### src/rtl/alu_arbiter.sv
// Two-requester front end for one shared combinational ALU: arbitrates issue,
// registers the ALU operands and routes each result back to its owner.
module alu_arbiter #(
  parameter bit FIXED_PRIO = 1'b0
) (
  input  logic        i_clk,
  input  logic        i_rst_n,
  input  logic        i_req0_valid,
  output logic        o_req0_ready,
  input  logic [2:0]  i_req0_opsel,
  input  logic        i_req0_sub,
  input  logic        i_req0_unsigned,
  input  logic        i_req0_arith,
  input  logic [31:0] i_req0_op1,
  input  logic [31:0] i_req0_op2,
  input  logic        i_req1_valid,
  output logic        o_req1_ready,
  input  logic [2:0]  i_req1_opsel,
  input  logic        i_req1_sub,
  input  logic        i_req1_unsigned,
  input  logic        i_req1_arith,
  input  logic [31:0] i_req1_op1,
  input  logic [31:0] i_req1_op2,
  output logic        o_rsp0_valid,
  input  logic        i_rsp0_ready,
  output logic [31:0] o_rsp0_result,
  output logic        o_rsp0_eq,
  output logic        o_rsp0_slt,
  output logic        o_rsp1_valid,
  input  logic        i_rsp1_ready,
  output logic [31:0] o_rsp1_result,
  output logic        o_rsp1_eq,
  output logic        o_rsp1_slt,
  output logic [2:0]  o_alu_opsel,
  output logic        o_alu_sub,
  output logic        o_alu_unsigned,
  output logic        o_alu_arith,
  output logic [31:0] o_alu_op1,
  output logic [31:0] o_alu_op2,
  input  logic [31:0] i_alu_result,
  input  logic        i_alu_eq,
  input  logic        i_alu_slt
);

  logic [1:0]  req_valid;
  logic [1:0]  rsp_ready;
  logic [1:0]  busy;
  logic [1:0]  rsp_valid;
  logic [1:0]  eligible;
  logic [1:0]  grant;
  logic [31:0] rsp_result [2];
  logic [1:0]  rsp_eq;
  logic [1:0]  rsp_slt;

  logic        run_reg;
  logic        last_grant_reg;
  logic        issue_valid_reg;
  logic        owner_reg;

  assign req_valid = {i_req1_valid, i_req0_valid};
  assign rsp_ready = {i_rsp1_ready, i_rsp0_ready};

  // run_reg blocks grants until the clock has sampled reset released once
  assign eligible = req_valid & ~busy & {2{run_reg}};

  always_comb begin
    grant = eligible;
    if (eligible == 2'b11) begin
      grant = (FIXED_PRIO || last_grant_reg) ? 2'b01 : 2'b10;
    end
  end

  assign o_req0_ready = grant[0];
  assign o_req1_ready = grant[1];

  always_ff @(posedge i_clk or negedge i_rst_n) begin
    if (!i_rst_n) begin
      run_reg         <= 1'b0;
      last_grant_reg  <= 1'b1;
      issue_valid_reg <= 1'b0;
      owner_reg       <= 1'b0;
      o_alu_opsel     <= 3'd0;
      o_alu_sub       <= 1'b0;
      o_alu_unsigned  <= 1'b0;
      o_alu_arith     <= 1'b0;
      o_alu_op1       <= 32'd0;
      o_alu_op2       <= 32'd0;
    end else begin
      run_reg         <= 1'b1;
      issue_valid_reg <= |grant;
      if (|grant) begin
        owner_reg      <= grant[1];
        last_grant_reg <= grant[1];
        o_alu_opsel    <= grant[1] ? i_req1_opsel    : i_req0_opsel;
        o_alu_sub      <= grant[1] ? i_req1_sub      : i_req0_sub;
        o_alu_unsigned <= grant[1] ? i_req1_unsigned : i_req0_unsigned;
        o_alu_arith    <= grant[1] ? i_req1_arith    : i_req0_arith;
        o_alu_op1      <= grant[1] ? i_req1_op1      : i_req0_op1;
        o_alu_op2      <= grant[1] ? i_req1_op2      : i_req0_op2;
      end
    end
  end

  genvar gi;
  generate
    for (gi = 0; gi < 2; gi++) begin : g_rsp
      logic        busy_reg;
      logic        valid_reg;
      logic [31:0] result_reg;
      logic        eq_reg;
      logic        slt_reg;

      // Busy spans accept to response handshake, so a capture never lands on a full slot
      always_ff @(posedge i_clk or negedge i_rst_n) begin
        if (!i_rst_n) begin
          busy_reg   <= 1'b0;
          valid_reg  <= 1'b0;
          result_reg <= 32'd0;
          eq_reg     <= 1'b0;
          slt_reg    <= 1'b0;
        end else begin
          if (grant[gi]) begin
            busy_reg <= 1'b1;
          end else if (valid_reg && rsp_ready[gi]) begin
            busy_reg <= 1'b0;
          end
          if (issue_valid_reg && (owner_reg == 1'(gi))) begin
            valid_reg  <= 1'b1;
            result_reg <= i_alu_result;
            eq_reg     <= i_alu_eq;
            slt_reg    <= i_alu_slt;
          end else if (valid_reg && rsp_ready[gi]) begin
            valid_reg <= 1'b0;
          end
        end
      end

      assign busy[gi]       = busy_reg;
      assign rsp_valid[gi]  = valid_reg;
      assign rsp_result[gi] = result_reg;
      assign rsp_eq[gi]     = eq_reg;
      assign rsp_slt[gi]    = slt_reg;
    end
  endgenerate

  assign o_rsp0_valid  = rsp_valid[0];
  assign o_rsp0_result = rsp_result[0];
  assign o_rsp0_eq     = rsp_eq[0];
  assign o_rsp0_slt    = rsp_slt[0];
  assign o_rsp1_valid  = rsp_valid[1];
  assign o_rsp1_result = rsp_result[1];
  assign o_rsp1_eq     = rsp_eq[1];
  assign o_rsp1_slt    = rsp_slt[1];

endmodule
### config.mk
export PLATFORM = sky130hd
export DESIGN_NAME = alu_arbiter
export DESIGN_NICKNAME = d
export VERILOG_FILES = /design/src/rtl/alu_arbiter.sv
export SDC_FILE = /design/constraint.sdc
export NUM_CORES = 1
export LEC_CHECK = 0
export CAP_MARGIN = 20
export CORE_MARGIN = 2
export CORE_UTILIZATION = 40
export CTS_BUF_LIST = sky130_fd_sc_hd__clkbuf_4 sky130_fd_sc_hd__clkbuf_8
export DETAILED_ROUTE_END_ITERATION = 10
export PLACE_DENSITY = 0.82
export SYNTH_ARGS = -nofsm -noshare
export SYNTH_HDL_FRONTEND = slang
export SYNTH_SLANG_ARGS = --single-unit
### constraint.sdc
create_clock -name i_clk -period 1.7 [get_ports i_clk]
set_input_delay 0.34 -clock i_clk [delete_from_list [all_inputs] [get_ports i_clk]]
set_output_delay 0.34 -clock i_clk [all_outputs]
set_load 0.02 [all_outputs]
==> results_dict.tcl <==
set metrics [dict create \
    outcome "complete, but fails checks" \
    violations "negative setup slack" \
    endpoint_kind "output pin" \
    crit_fanout 4 \
    synth-adder-area-share_pct 0 \
    antenna_found_initial 0 \
    synth_mux_area_share_pct 13.0 \
    drv_cap 0 \
    grt.overflow.total 0 \
    cts_buffers 17 \
    p_per_area_nw_per_um2 1720 \
    synthXorXnorAreaFrac_pct 0 \
    synth.yosys.warnings 0 \
    hold_path.class "in2async" \
    r2r-end "o_alu_opsel[0]" \
    p_seq_share_pct 36.5 \
    ir_worst_vdd_v 0.000970 \
    timing.final.crit_share_pct 106 \
    hold_slack_ns 0.401 \
    synth_cells 415 \
    yosys.cell_count.top_type "dfrtp_1" \
    worst_clock_skew_ns 0.0112 \
    nFillCells 1113 \
    io_buffer_count 321 \
    dp.final_hpwl_um 13500 \
    syn_nets 595 \
    synth-seq-cells 146 \
    syn_avg_cell_area_sq_um 14.2 \
    insertion_delay_ns 0.44 \
    area_growth_syn_to_layout_pct 64.8 \
    clock_sinks 146 \
    synth_edf_count 0 \
    cts_tree "built" \
    core_region_area_sq_um 14500 \
    r2r_slack_ns 0.01 \
    critPathRequiredTime_ns 1.36 \
    p_total_uw 16700 \
    fin_nets 925 \
    drtIter0Drc 280 \
    grt_max_degree 73 \
    yosysTopAreaCell "dfrtp_1" \
    synth_area_leaders "dfrtp_1 (61%), mux2_2 (13%), a221o_1 (12%), and3_1 (7.4%), buf_6 (1.5%)" \
    worst_slack_ns -0.105 \
    grt_pass1_vias 5278 \
    critical_path_arrival_ns 1.47 \
    period_minus_slack_ns 1.81 \
    gp_congestion 0.874 \
    ys.flop_type "dfrtp_1" \
    comb_power_share_pct 47.7 \
    rsz0062_at_grt "true" \
    start_util_pct 40.8 \
    place_inst 903 \
    route.detailed.drc 0 \
    design_area_sq_um 9740 \
    fmaxAchievable_mhz 554 \
    setup_viol 2 \
    grt.met3_usage_pct 6.80 \
    synth_top_family_by_area "multiplexers" \
    place_area_sq_um 9420 \
    cts_buffer_depth 2 \
    yosysTopAreaCellShare_pct 61.4 \
    root_buffer "clkbuf_8" \
    p_sw_share_pct 39.1 \
    worst-setup-path-type "reg2out" \
    dr.pass1.iters 4 \
    synth_compound_area_share_pct 12.7 \
    ios 322 \
    synthSimpleGateAreaFrac_pct 8.49 \
    netlist_area_sq_um 5910 \
    cp-start-kind "register" \
    num_rows 44 \
    reg2reg_from "last_grant_reg" \
    cts.clk_slew.worst_paths_ns 0.09 \
    diodes 0 \
    synth-async-reset-ratio_pct 100 \
    grt_use_met1_pct 27.6 \
    ys_seq_area_share_pct 61.9 \
    fp.dieArea_sq_um 15800 \
    vias 5031 \
    seqCellArea_sq_um 3650 \
    wire_per_inst_um 20.0 \
    multi_input_area_sq_um 2050 \
    htree_levels 4 \
    synthDistinctLibCells 21 \
    internal-power_uw 10200 \
    finalWirelength_um 18900 \
    p_leak_uw 0.00468 \
    die_width_um 126 \
    ant_nets 0 \
    p_switching_uw 6540 \
    synth_commonest_cells "dfrtp_1 (145), a221o_1 (70), and3_1 (70)" \
    slew_viol_final 0 \
    fp.dieH_um 126 \
    top_usage_layer "met2" \
    r2r_cells 5 \
    finalHoldViolations 0 \
    finalNonFillerCells 942 \
    grt_pass1_wl_um 29100 \
    layout-drive-gt1-share_pct 18.1 \
    via_per_inst 5.34 \
    gr-usage-all-layers_pct 23.7 \
    p_clk_share_pct 15.8 \
    gr-usage-met2_pct 41.4 \
]
[power by group through the flow]
stage	clock, uW	combinational [uW]	sequential, uW
2_1_floorplan	0	2380	8100
3_3_place_gp	0	8850	6120
3_5_place_dp	0	9040	6200
4_1_cts	2740	7930	6110
5_1_grt	2870	8390	6340
6_report	2650	7980	6110
[worst max path at each step]
stage	startpoint	to	depth (start not counted)
2_1_floorplan	g_rsp[1].busy_reg	o_req1_ready	4
3_3_place_gp	i_req0_valid	o_req0_ready	4
3_5_place_dp	i_req0_valid	o_req0_ready	4
4_1_cts	g_rsp[1].busy_reg	o_req0_ready	2
5_1_grt	last_grant_reg	o_req1_ready	3
6_report	g_rsp[1].busy_reg	o_req0_ready	2
[critical path, cell delays in order, from the launching register on]
cell,delay (ns)
dfrtp_1,0.42
o311a_2,0.43
buf_2,0.17
[cells in the final DEF (no fill, tap or decap), types with 3 or more instances in the layout]
cell type	n
clkinvlp_4	3
a221o_1	70
clkdlybuf4s50_1	178
dfrtp_1	145
nand2_1	3
dlygate4sd2_1	140
clkinv_4	5
buf_6	3
buf_12	10
clkbuf_8	20
nor2_1	3
and3_1	69
inv_6	3
inv_1	4
mux2_2	68
buf_4	14
a21o_1	3
[layout make-up]
type / count / share of cell area, %
Tap cell: 184 / 2.36
Timing Repair Buffer: 348 / 34.8
Sequential cell: 146 / 37.5
Multi-Input combinational cell: 228 / 21.1
Clock buffer: 20 / 2.83
Clock inverter: 12 / 1.26
Inverter: 4 / 0.154
[through the flow]
stage               util, %  setup TNS [ns]  setup WS [ns]
floorplan                 -               0          0.140
global placement       65.1          -21.20         -0.505
detailed placement     65.1          -22.98         -0.561
CTS                    66.8          -0.235         -0.136
global route           67.2          -0.484         -0.166
finish                 67.2          -0.193         -0.105
[routing by layer]
layer | routed length [um] | part of all wire [%]
met2 | 9810 | 52
met4 | 504 | 2.7
met1 | 7070 | 37
met5 | 0 | 0
met3 | 1480 | 7.8
[kinds of logic (layout without fill, tap and decap cells)]
group                  after synthesis  after routing
AND/OR/NAND/NOR                     82             82
AO/OA/AOI/OAI                       77             77
flip-flops                         146            146
buffers and inverters               41            384
other                                1              1
multiplexers                        68             68
[repair_timing]
action | 4_1_cts | 5_1_grt
setup buffers | 2 | 4
setup endpoints to repair | 143 | 40
hold endpoints to repair | 37 | 0
hold buffers | 1 | 0
resized for setup | 152 | 7
cloned | 0 | 1
pin swaps | 1 | 0
(Power assumes the default switching activity.)
